### config.mk
export PLATFORM = sky130hd
export DESIGN_NAME = sram_arbiter
export DESIGN_NICKNAME = d
export VERILOG_FILES = /design/src/rtl/sram_arbiter.sv
export SDC_FILE = /design/constraint.sdc
export NUM_CORES = 1
export LEC_CHECK = 0
export BUFFER_PORTS_ARGS = -buffer_cell sky130_fd_sc_hd__buf_2
export CAP_MARGIN = 10
export CORE_MARGIN = 2
export CORE_UTILIZATION = 38
export CTS_CLUSTER_DIAMETER = 80
export DETAILED_ROUTE_END_ITERATION = 7
export GPL_ROUTABILITY_DRIVEN = 0
export PLACE_DENSITY_LB_ADDON = 0.3
export SLEW_MARGIN = 20
export SYNTH_ARGS = -nofsm -noshare
export SYNTH_HDL_FRONTEND = slang
export SYNTH_SLANG_ARGS = --single-unit
### constraint.sdc
create_clock -name clk_i -period 2.3 [get_ports clk_i]
set_clock_uncertainty 0.15 [all_clocks]
set_input_delay 0.345 -clock clk_i [delete_from_list [all_inputs] [get_ports clk_i]]
set_output_delay 0.345 -clock clk_i [all_outputs]
set_load 0.01 [all_outputs]
### src/rtl/sram_arbiter.sv
// sram_arbiter: shares the single-port data SRAM between instruction fetch and load/store
module sram_arbiter #(
    parameter int RD_LAT     = 1,
    parameter int STARVE_MAX = 4
) (
    input  logic        clk_i,
    input  logic        rst_ni,
    input  logic        i_req_i,
    input  logic [11:0] i_addr_i,
    output logic        i_gnt_o,
    output logic        i_ack_o,
    input  logic        d_req_i,
    input  logic        d_we_i,
    input  logic [11:0] d_addr_i,
    input  logic [31:0] d_wdata_i,
    input  logic [3:0]  d_wmask_i,
    output logic        d_gnt_o,
    output logic        d_ack_o,
    output logic [31:0] rdata_o,
    output logic        sram_csb_o,
    output logic        sram_web_o,
    output logic [3:0]  sram_wmask_o,
    output logic [11:0] sram_addr_o,
    output logic [31:0] sram_wdata_o,
    input  logic [31:0] sram_rdata_i
);
    typedef enum logic [1:0] {IDLE, ACCESS, WAIT} state_t;

    state_t      r_state, w_next;
    logic [2:0]  r_cnt;
    logic [3:0]  r_starve;
    logic        r_own_d, r_we;
    logic        r_csb, r_web;
    logic [3:0]  r_wmask;
    logic [11:0] r_addr;
    logic [31:0] r_wdata;
    logic        w_ack, w_can_gnt, w_pick_i, w_i_gnt, w_d_gnt, w_gnt;

    // Arbitration and next state; data wins ties until instruction fetch has waited STARVE_MAX grants
    always_comb begin
        w_ack     = (r_state == WAIT) && (r_cnt == 3'd0);
        w_can_gnt = (r_state == IDLE) || w_ack;
        w_pick_i  = i_req_i && (!d_req_i || r_starve == 4'(STARVE_MAX));
        w_i_gnt   = w_can_gnt && w_pick_i;
        w_d_gnt   = w_can_gnt && d_req_i && !w_pick_i;
        w_gnt     = w_i_gnt || w_d_gnt;
        w_next    = r_state;
        case (r_state)
            IDLE:    w_next = w_gnt ? ACCESS : IDLE;
            ACCESS:  w_next = WAIT;
            WAIT:    w_next = w_ack ? (w_gnt ? ACCESS : IDLE) : WAIT;
            default: w_next = IDLE;
        endcase
    end

    // State register
    always_ff @(posedge clk_i or negedge rst_ni) begin
        if (!rst_ni) r_state <= IDLE;
        else         r_state <= w_next;
    end

    // SRAM command registers: loaded on grant, returned to inactive after the single access cycle
    always_ff @(posedge clk_i or negedge rst_ni) begin
        if (!rst_ni) begin
            r_csb   <= 1'b1;
            r_web   <= 1'b1;
            r_wmask <= '0;
            r_addr  <= '0;
            r_wdata <= '0;
            r_own_d <= 1'b0;
            r_we    <= 1'b0;
        end else if (w_gnt) begin
            r_csb   <= 1'b0;
            r_web   <= ~(w_d_gnt && d_we_i);
            r_wmask <= w_d_gnt ? d_wmask_i : '0;
            r_addr  <= w_d_gnt ? d_addr_i : i_addr_i;
            r_wdata <= w_d_gnt ? d_wdata_i : '0;
            r_own_d <= w_d_gnt;
            r_we    <= w_d_gnt && d_we_i;
        end else if (r_state == ACCESS) begin
            r_csb   <= 1'b1;
            r_web   <= 1'b1;
            r_wmask <= '0;
        end
    end

    // Read-latency countdown; zero in WAIT marks the ack cycle
    always_ff @(posedge clk_i or negedge rst_ni) begin
        if (!rst_ni)                          r_cnt <= '0;
        else if (r_state == ACCESS)           r_cnt <= 3'(RD_LAT - 1);
        else if (r_state == WAIT && r_cnt != 0) r_cnt <= r_cnt - 3'd1;
    end

    // Starvation counter: counts data grants that bypassed a pending instruction request
    always_ff @(posedge clk_i or negedge rst_ni) begin
        if (!rst_ni)                                           r_starve <= '0;
        else if (!i_req_i || w_i_gnt)                          r_starve <= '0;
        else if (w_d_gnt && r_starve != 4'(STARVE_MAX))        r_starve <= r_starve + 4'd1;
    end

    assign i_gnt_o      = w_i_gnt;
    assign d_gnt_o      = w_d_gnt;
    assign i_ack_o      = w_ack && !r_own_d;
    assign d_ack_o      = w_ack && r_own_d;
    assign rdata_o      = (w_ack && !r_we) ? sram_rdata_i : '0;
    assign sram_csb_o   = r_csb;
    assign sram_web_o   = r_web;
    assign sram_wmask_o = r_wmask;
    assign sram_addr_o  = r_addr;
    assign sram_wdata_o = r_wdata;
endmodule

==> impl_metrics.yaml, run 1 <==
status:
  status: "finished with violations"
  violations: "negative setup slack"
power:
  ir_drop_uv: 466
  power_density_mw_per_mm2: 711
  pwr-share-clk_pct: 30.5
  intPower_mw: 2.15
  power.switching_mw: 0.904
  switching_share_pct: 29.6
  p_leak_nw: 2.25
  power_frac_seq_pct: 42.9
  share_comb_of_total_power_pct: 26.6
  p_total_mw: 3.05
worst_setup_path:
  crit_path_top_delay_cell: "dfrtp_1"
  path_max_fanout: 8
  cpPeakStageDelay_ns: 0.39
  path_buf_inv: 4
  cp.arrival_ns: 1.92
  path_cells: "inv_2 > ha_4 > ha_4 > nor2b_4 > nand2_2 > nor2_4 > buf_6 > buf_16 > and2_4 > buf_6"
  worstSetupPathType: "reg -> out"
  end_kind: "output pin"
  cp_top_family: "simple AND/OR/NAND/NOR gates"
  startpoint_type: "flip-flop"
  required_ns: 1.80
timing:
  max_freq_mhz: 415
  worst_pin_slew_ns: 0.609
  hold_ws_ns: 0.0827
  finalHoldViolCount: 0
  grt_setup_unrepaired: "true"
  period_needed_ns: 2.41
  finalSetupViolations: 33
  drv_slew: 0
  setup_slack_ns: -0.111
  tns_ns: -2.40
  slew_headroom_pct: 59.3
  post-route-period-util_pct: 105
die:
  std_cell_rows: 30
  coreArea_mm2: 0.00687
  num_io_pins: 183
  die_area_mm2: 0.00790
  chipWidth_um: 88.9
  die_height_um: 88.9
  initial_utilization_pct: 39.9
final_layout:
  fill_cells: 557
  multi_input_area_mm2: 0.00118
  regArea_mm2: 0.00153
  drive_above_1_share_pct: 53.2
  stdcell_count: 555
  fin_nets: 555
  synthToLayoutAreaGrowth_pct: 56.8
  n_antenna_cell: 0
synthesis:
  post-synth-top-area-cell: "dfrtp_1"
  ys_top_cells_by_count: "dfrtp_1, a22o_1, and2_1, nor2_1, nor3_1"
  yosysWarnings: 0
  synth_top_area_share_pct: 53.9
  yosys.cell_count.top_type: "dfrtp_1"
  yosys.cell_types.count: 30
  synth_ff_type: "dfrtp_1"
  synth_nets: 360
  yosysSeqAreaShare_pct: 55.8
  async_flop_share_pct: 100
  synth_area_leaders: "dfrtp_1, a22o_1, and2_1, nor2_1, a211oi_1"
  syn_area_per_cell_um2: 10.6
  synthesis.area_mm2: 0.00274
  syn-instance-count: 259
  synth_seq_cells: 61
  synth_edf_count: 0
clock_network:
  clk_latency_ns: 0.33
  h-tree-depth: 3
  clk_pin_slew_ns: 0.07
  clockBufferDepth: 2
  numCtsBuffers: 9
  cts-root-buf: "clkbuf_8"
  tritoncts: "built"
  cts.sinks: 61
flow_run:
  drv_cap: 0
placed_design:
  post-dp-hpwl_mm: 6.28
  portBuffers: 182
  dp_cells: 530
  pre_cts_ws_ns: 0.0955
grt:
  grt_pass1_vias: 2626
  grt_max_degree: 34
  grt-ovfl-total: 0
  grt_antenna_before_repair: 0
  grt_pass1_wl_mm: 12.8
  grt_usage_pct: 21.2
detailed_routing:
  dr.first_iter.drc_count: 131
  vias: 2757
  avgViaCountPerCell: 4.97
  firstDrtPassIters: 4
  drc: 0
  ant_nets: 0
  wl_per_cell_um: 15.9
  wl_mm: 8.80
worst_hold_path:
  hp-class: "in -> reg"
[through the flow]
stage               instance area, µm²  utilization [%]
floorplan                         2740                -
global route                      4300             62.5
CTS                               4190             61.0
global placement                  3800             55.3
detailed placement                3800             55.3
finish                            4300             62.5
[final cells by class]
cell class | instances | area share [%]
clock inverter | 4 | 1.11
tap | 96 | 2.80
timing repair buffer | 203 | 28.9
multi-input combinational | 171 | 27.6
inverter | 8 | 0.699
clock buffer | 12 | 3.38
sequential | 61 | 35.6
[what timing repair did]
item	in CTS	in global routing
cloned	2	0
setup endpoints to repair	34	35
resized for setup	23	27
endpoints found under the hold margin	16	0
pin swaps	10	13
hold buffers	2	0
buffers inserted	5	1
[final timing paths]
kind,from,to,slack [ns],cells past startpoint
hold / removal,d_wdata_i[4],sram_wdata_o[4],0.08,2
min in group asynchronous,rst_ni,sram_wdata_o[7],0.33,2
setup / recovery,r_cnt[0],rdata_o[23],-0.11,10
setup reg to reg,r_cnt[0],r_starve[3],0.12,8
hold reg to reg,sram_csb_o,sram_csb_o,0.34,2
max in group asynchronous,rst_ni,sram_wdata_o[8],0.98,3
[state kept, by name, indices dropped and copies added (netlist names), 2 cells and up]
name and count:
sram_addr_o 12, r_cnt 3, r_state 2, sram_wdata_o 32
r_starve 4, sram_wmask_o 4
[cells in the final DEF, fill, tap and decap left out, drive strengths merged, types with 3 or more instances in the layout]
| cell type | instances |
|---|---|
| nor2b | 4 |
| nand2 | 6 |
| nor3 | 15 |
| dfrtp | 59 |
| a22o | 37 |
| o21ai | 5 |
| o22ai | 3 |
| nor2 | 30 |
| inv | 8 |
| ha | 4 |
| a21oi | 9 |
| buf | 201 |
| a211oi | 12 |
| and2 | 32 |
| clkbuf | 12 |
[power groups by stage]
stage          sequential (mW)  clock (mW)  combinational [mW]
3_5_place_dp              1.33           0               0.728
4_1_cts                   1.31       0.959               0.790
3_3_place_gp              1.32           0               0.720
2_1_floorplan             1.38           0               0.303
5_1_grt                   1.33        1.01               0.890
6_report                  1.31       0.932               0.811
[routing by layer]
metal  GRT usage, %  wire length (µm)  vias to the layer above  share of wire, %
met3           5.91               678                       12               7.7
met5              0                 0                        -                 0
li1               -                 -                     1311                 -
met1           28.1              3690                     1325                42
met4           6.75               112                        0               1.3
met2           33.7              4320                      109                49
[cell families (layout without fill, tap and decap cells)]
logic type | after synthesis | in the layout | synth area share (%)
adder cells (fa/ha/maj) | 4 | 4 | 1.83
AND/OR/NAND/NOR | 98 | 98 | 18.5
flip-flops | 61 | 61 | 55.8
AO/OA/AOI/OAI | 68 | 68 | 18.9
multiplexers | 1 | 1 | 0.411
buffers and inverters | 27 | 227 | 4.48
(Power assumes the default switching activity.)
==> run 2, diff against run 1 <==
--- a/config.mk
+++ b/config.mk
@@ -12,7 +12,7 @@
 export CTS_CLUSTER_DIAMETER = 80
 export DETAILED_ROUTE_END_ITERATION = 7
 export GPL_ROUTABILITY_DRIVEN = 0
-export PLACE_DENSITY_LB_ADDON = 0.3
+export PLACE_DENSITY = 0.74
 export SLEW_MARGIN = 20
 export SYNTH_ARGS = -nofsm -noshare
 export SYNTH_HDL_FRONTEND = slang
==> impl_metrics.yaml, run 2 (synthesis gave the netlist of run 1 again) <==
clock_network:
  clockBufferDepth: 2
  cts-root-buf: "clkbuf_8"
  tritoncts: "built"
  clk_pin_slew_ns: 0.06
  numCtsBuffers: 9
  clk_latency_ns: 0.33
  h-tree-depth: 3
  cts.sinks: 61
worst_setup_path:
  crit_path_top_delay_cell: "dfrtp_1"
  cpPeakStageDelay_ns: 0.39
  r2r-end: "sram_wdata_o[22]"
  required_ns: 1.80
  path_buf_inv: 4
  path_cells: "inv_2 > ha_4 > ha_4 > nor2b_4 > nand2_2 > nor2_4 > buf_12 > buf_16 > and2_4 > buf_6"
  cp_top_family: "simple AND/OR/NAND/NOR gates"
  rr_startpoint: "r_cnt[0]"
  setup.worst_path.end: "rdata_o[9]"
  r2r_cells: 9
  cp_common_cell: "ha_4"
  startpoint_type: "flip-flop"
  reg2reg_setup_slack_ns: 0.15
  end_kind: "output pin"
  worstSetupPathType: "reg -> out"
  crit_path_start: "r_cnt[0]"
  cp.arrival_ns: 1.94
  path_depth: 10
  path_max_fanout: 8
final_layout:
  synthToLayoutAreaGrowth_pct: 56.4
  drive_above_1_share_pct: 54.0
  largest_reg_flops: 32
  mostFrequentLayoutCells: "buf_2, dfrtp_1, a22o_1"
  fill_cells: 585
  fin_nets: 556
  n_antenna_cell: 0
  final_cell_area_mm2: 0.00428
  mostFrequentLayoutCell: "buf_2"
detailed_routing:
  avgViaCountPerCell: 4.96
  vias: 2754
  drc: 0
  wl_mm: 8.54
  wl_per_cell_um: 15.4
  firstDrtPassIters: 4
  dr.first_iter.drc_count: 95
  ant_nets: 0
grt:
  grt-ovfl-total: 0
  grtUsageMet3_pct: 5.63
  grt_antenna_before_repair: 0
  grt_pass1_vias: 2441
  grt.busiest_layer: "met2"
  grt_max_degree: 34
  grt_util_met1_pct: 27.6
  grt_use_met2_pct: 31.5
  grt_pass1_wl_mm: 12.2
  grt_usage_pct: 20.3
die:
  std_cell_rows: 30
  chipWidth_um: 88.9
  die_area_mm2: 0.00790
  die_height_um: 88.9
  coreArea_mm2: 0.00687
  num_io_pins: 183
  initial_utilization_pct: 39.9
placed_design:
  post-dp-hpwl_mm: 5.89
  place_area_mm2: 0.00378
  portBuffers: 182
timing:
  worst_pin_slew_ns: 0.944
  period_needed_ns: 2.44
  finalSetupViolations: 32
  tns_ns: -3.27
  post-route-period-util_pct: 106
  drv_slew: 0
  grt_setup_unrepaired: "true"
  max_freq_mhz: 410
  setup_slack_ns: -0.137
  slew_headroom_pct: 37.1
  finalHoldViolCount: 0
power:
  power_frac_seq_pct: 44.8
  p_leak_nw: 2.25
  pwr-share-clk_pct: 27.0
  ir_drop_uv: 388
  power.switching_mw: 0.875
  intPower_mw: 2.04
  switching_share_pct: 30.0
  power_density_mw_per_mm2: 681
  share_comb_of_total_power_pct: 28.2
flow_run:
  drv_cap: 0
status:
  status: "finished with violations"
  violations: "negative setup slack"
worst_hold_path:
  hp-class: "in -> reg"
==> run 2: layout make-up <==
cell class                      count  area (µm²)  area share (%)
Sequential cell                    61        1530            35.7
Timing Repair Buffer              204        1250            29.2
Multi-Input combinational cell    171        1200            27.9
Tap cell                           96         120            2.80
Inverter                            8        30.0           0.701
Clock inverter                      2        10.0           0.234
Clock buffer                       13         149            3.48
==> run 2: worst register-to-register path, delay by kind of cell (launching register included) <==
| family | cells | cell delay [ns] |
|---|---|---|
| AO/OA/AOI/OAI | 1 | 0.26 |
| adder cells (fa/ha/maj) | 2 | 0.32 |
| buffers and inverters | 3 | 0.42 |
| flip-flops | 1 | 0.37 |
| AND/OR/NAND/NOR | 3 | 0.52 |
==> run 2: stage by stage <==
step           std cells  setup WS [ns]  util [%]  hold WS, ns  power [mW]
2_1_floorplan        259          0.188         -       -0.101        1.69
3_3_place_gp         529          0.104      55.0        0.160        2.04
3_5_place_dp         529        -0.0164      55.0        0.156        2.05
4_1_cts              554         -0.240      60.2       0.0704        2.92
5_1_grt              555         -0.268      62.4       0.0677        3.09
6_report             555         -0.137      62.4       0.0925        2.92
==> run 2: worst min path at each step <==
stage,startpoint,to,slack (ns),cells past startpoint
after floorplan,rst_ni,r_cnt[0],-0.10,0
after global placement,rst_ni,sram_wdata_o[6],0.16,1
after detailed placement,rst_ni,sram_wdata_o[6],0.16,1
after CTS,d_wdata_i[17],sram_wdata_o[17],0.07,2
after global routing,d_wdata_i[21],sram_wdata_o[21],0.07,2
final,d_wdata_i[4],sram_wdata_o[4],0.09,2
==> run 2: power groups by stage <==
stage | clock [mW] | sequential (mW) | combinational, mW
finish | 0.788 | 1.31 | 0.823
floorplan | 0 | 1.38 | 0.303
CTS | 0.820 | 1.31 | 0.794
global placement | 0 | 1.32 | 0.717
global route | 0.866 | 1.33 | 0.897
detailed placement | 0 | 1.32 | 0.730
==> run 2: routing by layer <==
| metal | part of all wire, % | vias up | wire length [µm] |
|---|---|---|---|
| li1 | - | 1314 | - |
| met1 | 42 | 1310 | 3560 |
| met2 | 50 | 121 | 4310 |
| met3 | 6.9 | 9 | 591 |
| met4 | 0.87 | 0 | 74 |
| met5 | 0 | - | 0 |
==> run 2: what timing repair did <==
| item | in CTS | in global routing |
|---|---|---|
| setup buffers | 6 | 2 |
| gates resized for setup | 19 | 37 |
| pin swaps | 12 | 7 |
| hold buffers | 2 | 0 |
| endpoints found under the hold margin | 18 | 0 |
| endpoints found under the setup margin | 34 | 34 |
| cloned | 2 | 0 |
==> run 3, diff against run 2 <==
--- a/config.mk
+++ b/config.mk
@@ -13,7 +13,7 @@
 export DETAILED_ROUTE_END_ITERATION = 7
 export GPL_ROUTABILITY_DRIVEN = 0
 export PLACE_DENSITY = 0.74
-export SLEW_MARGIN = 20
+export SETUP_SLACK_MARGIN = 0.5
 export SYNTH_ARGS = -nofsm -noshare
 export SYNTH_HDL_FRONTEND = slang
 export SYNTH_SLANG_ARGS = --single-unit
==> impl_metrics.yaml, run 3 (synthesis gave the netlist of run 1 again) <==
worst_hold_path:
  hp-class: "in -> reg"
final_layout:
  drive_above_1_share_pct: 69.7
  post-route-util_pct: 75.9
  fin_nets: 581
  mostFrequentLayoutCells: "buf_2, dfrtp_1, buf_6"
  synthToLayoutAreaGrowth_pct: 90.4
  stdcell_count: 581
  largest_reg_flops: 32
  mostFrequentLayoutCell: "buf_2"
  n_antenna_cell: 0
clock_network:
  tritoncts: "built"
  cts.sinks: 61
  clk_pin_slew_ns: 0.08
  clockBufferDepth: 2
  cts-root-buf: "clkbuf_8"
  h-tree-depth: 3
  clk_latency_ns: 0.33
  numCtsBuffers: 9
grt:
  grt_usage_pct: 25.0
  grt_pass1_wl_mm: 14.6
  grt_antenna_before_repair: 0
  grt_pass1_vias: 2969
  grt-ovfl-total: 0
  grt_max_degree: 34
power:
  ir_drop_uv: 457
  pwr-share-clk_pct: 28.1
  power_frac_seq_pct: 38.7
  share_comb_of_total_power_pct: 33.2
  switching_share_pct: 30.0
  power.switching_mw: 1.03
  power_density_mw_per_mm2: 657
  p_total_mw: 3.42
  intPower_mw: 2.40
  p_leak_nw: 2.56
worst_setup_path:
  end_kind: "output pin"
  required_ns: 1.80
  cp.arrival_ns: 1.98
  path_max_fanout: 8
  startpoint_type: "flip-flop"
  worstSetupPathType: "reg -> out"
status:
  status: "finished with violations"
  violations: "negative setup slack"
die:
  chipWidth_um: 88.9
  std_cell_rows: 30
  coreArea_mm2: 0.00687
  die_height_um: 88.9
  die_area_mm2: 0.00790
  num_io_pins: 183
  initial_utilization_pct: 39.9
timing:
  period_needed_ns: 2.47
  finalHoldViolCount: 0
  slew_headroom_pct: 57.3
  setup_slack_ns: -0.172
  post-route-period-util_pct: 107
  finalSetupViolations: 36
  drv_slew: 0
  max_freq_mhz: 405
  grt_setup_unrepaired: "true"
  worst_pin_slew_ns: 0.639
detailed_routing:
  drc: 0
  wl_mm: 10.4
  firstDrtPassIters: 4
  ant_nets: 0
  wl_per_cell_um: 18.0
  vias: 2956
  avgViaCountPerCell: 5.09
  dr.first_iter.drc_count: 108
placed_design:
  dp_cells: 530
  post-dp-hpwl_mm: 6.15
  portBuffers: 182
  pre_cts_ws_ns: 0.157
flow_run:
  drv_cap: 0
run 3: changes by cell type in the layout (fill, tap and decap cells not counted), sizes merged:
cell / before / now
inv: 8 / 7
buf: 202 / 224
clkinvlp: 0 / 3
bufinv: 0 / 1
clkbuf: 13 / 14
run 3: critical path: stages, from the launching register on:
cell	delay, ns
dfrtp_1	0.41
inv_2	0.10
ha_4	0.14
ha_4	0.12
nor2b_4	0.15
nand2_2	0.09
nor2_4	0.15
buf_12	0.13
clkbuf_16	0.14
and2_4	0.14
buf_6	0.09
run 3: through the flow:
stage	setup TNS (ns)	area, µm²	hold slack (ns)
after floorplan	0	2920	-0.101
after global placement	0	3910	0.134
after detailed placement	0	3910	0.131
after CTS	-3.35	4940	0.0627
after global routing	-8.68	5210	0.0675
final	-4.75	5210	0.0824
run 3: worst paths after layout:
path                       cells after the start  slack (ns)           from          endpoint
max reg2reg                                   13           0       r_cnt[0]    sram_addr_o[5]
min reg2reg                                    2        0.34     sram_csb_o        sram_csb_o
min                                            2        0.08  d_wdata_i[13]  sram_wdata_o[13]
min in group asynchronous                      2        0.33         rst_ni   sram_wmask_o[1]
max                                           10       -0.17       r_cnt[0]       rdata_o[21]
max in group asynchronous                      3        0.98         rst_ni   sram_wdata_o[2]
run 3: metal layers:
layer,up-vias,GRT usage (%),wire length [µm]
met5,-,0,0
met4,0,10.1,260
met1,1417,30.1,3910
met3,17,7.02,773
met2,160,42.3,5500
li1,1362,-,-
run 3: layout make-up:
type | instances | area (µm²)
repair buffers | 228 | 1810
fillers | 461 | 1660
flip-flops and latches | 61 | 1530
multi-input cells | 171 | 1510
clock buffers | 12 | 155
well taps | 96 | 120
clock inverters | 4 | 47.5
inverters | 8 | 33.8
repair inverters | 1 | 7.51
run 3: power groups by stage:
| stage | Combinational, mW | Clock, mW | Sequential [mW] |
|---|---|---|---|
| 2_1_floorplan | 0.362 | 0 | 1.39 |
| 3_3_place_gp | 0.744 | 0 | 1.33 |
| 3_5_place_dp | 0.761 | 0 | 1.33 |
| 4_1_cts | 1.03 | 0.978 | 1.32 |
| 5_1_grt | 1.21 | 1.04 | 1.34 |
| 6_report | 1.14 | 0.962 | 1.32 |
run 3: repair_timing:
item,in CTS,in global routing
gates resized for setup,96,41
hold endpoints to repair,14,0
pin swaps,56,23
endpoints found under the setup margin,94,95
setup buffers,16,6
hold buffers,2,0
cloned,9,2
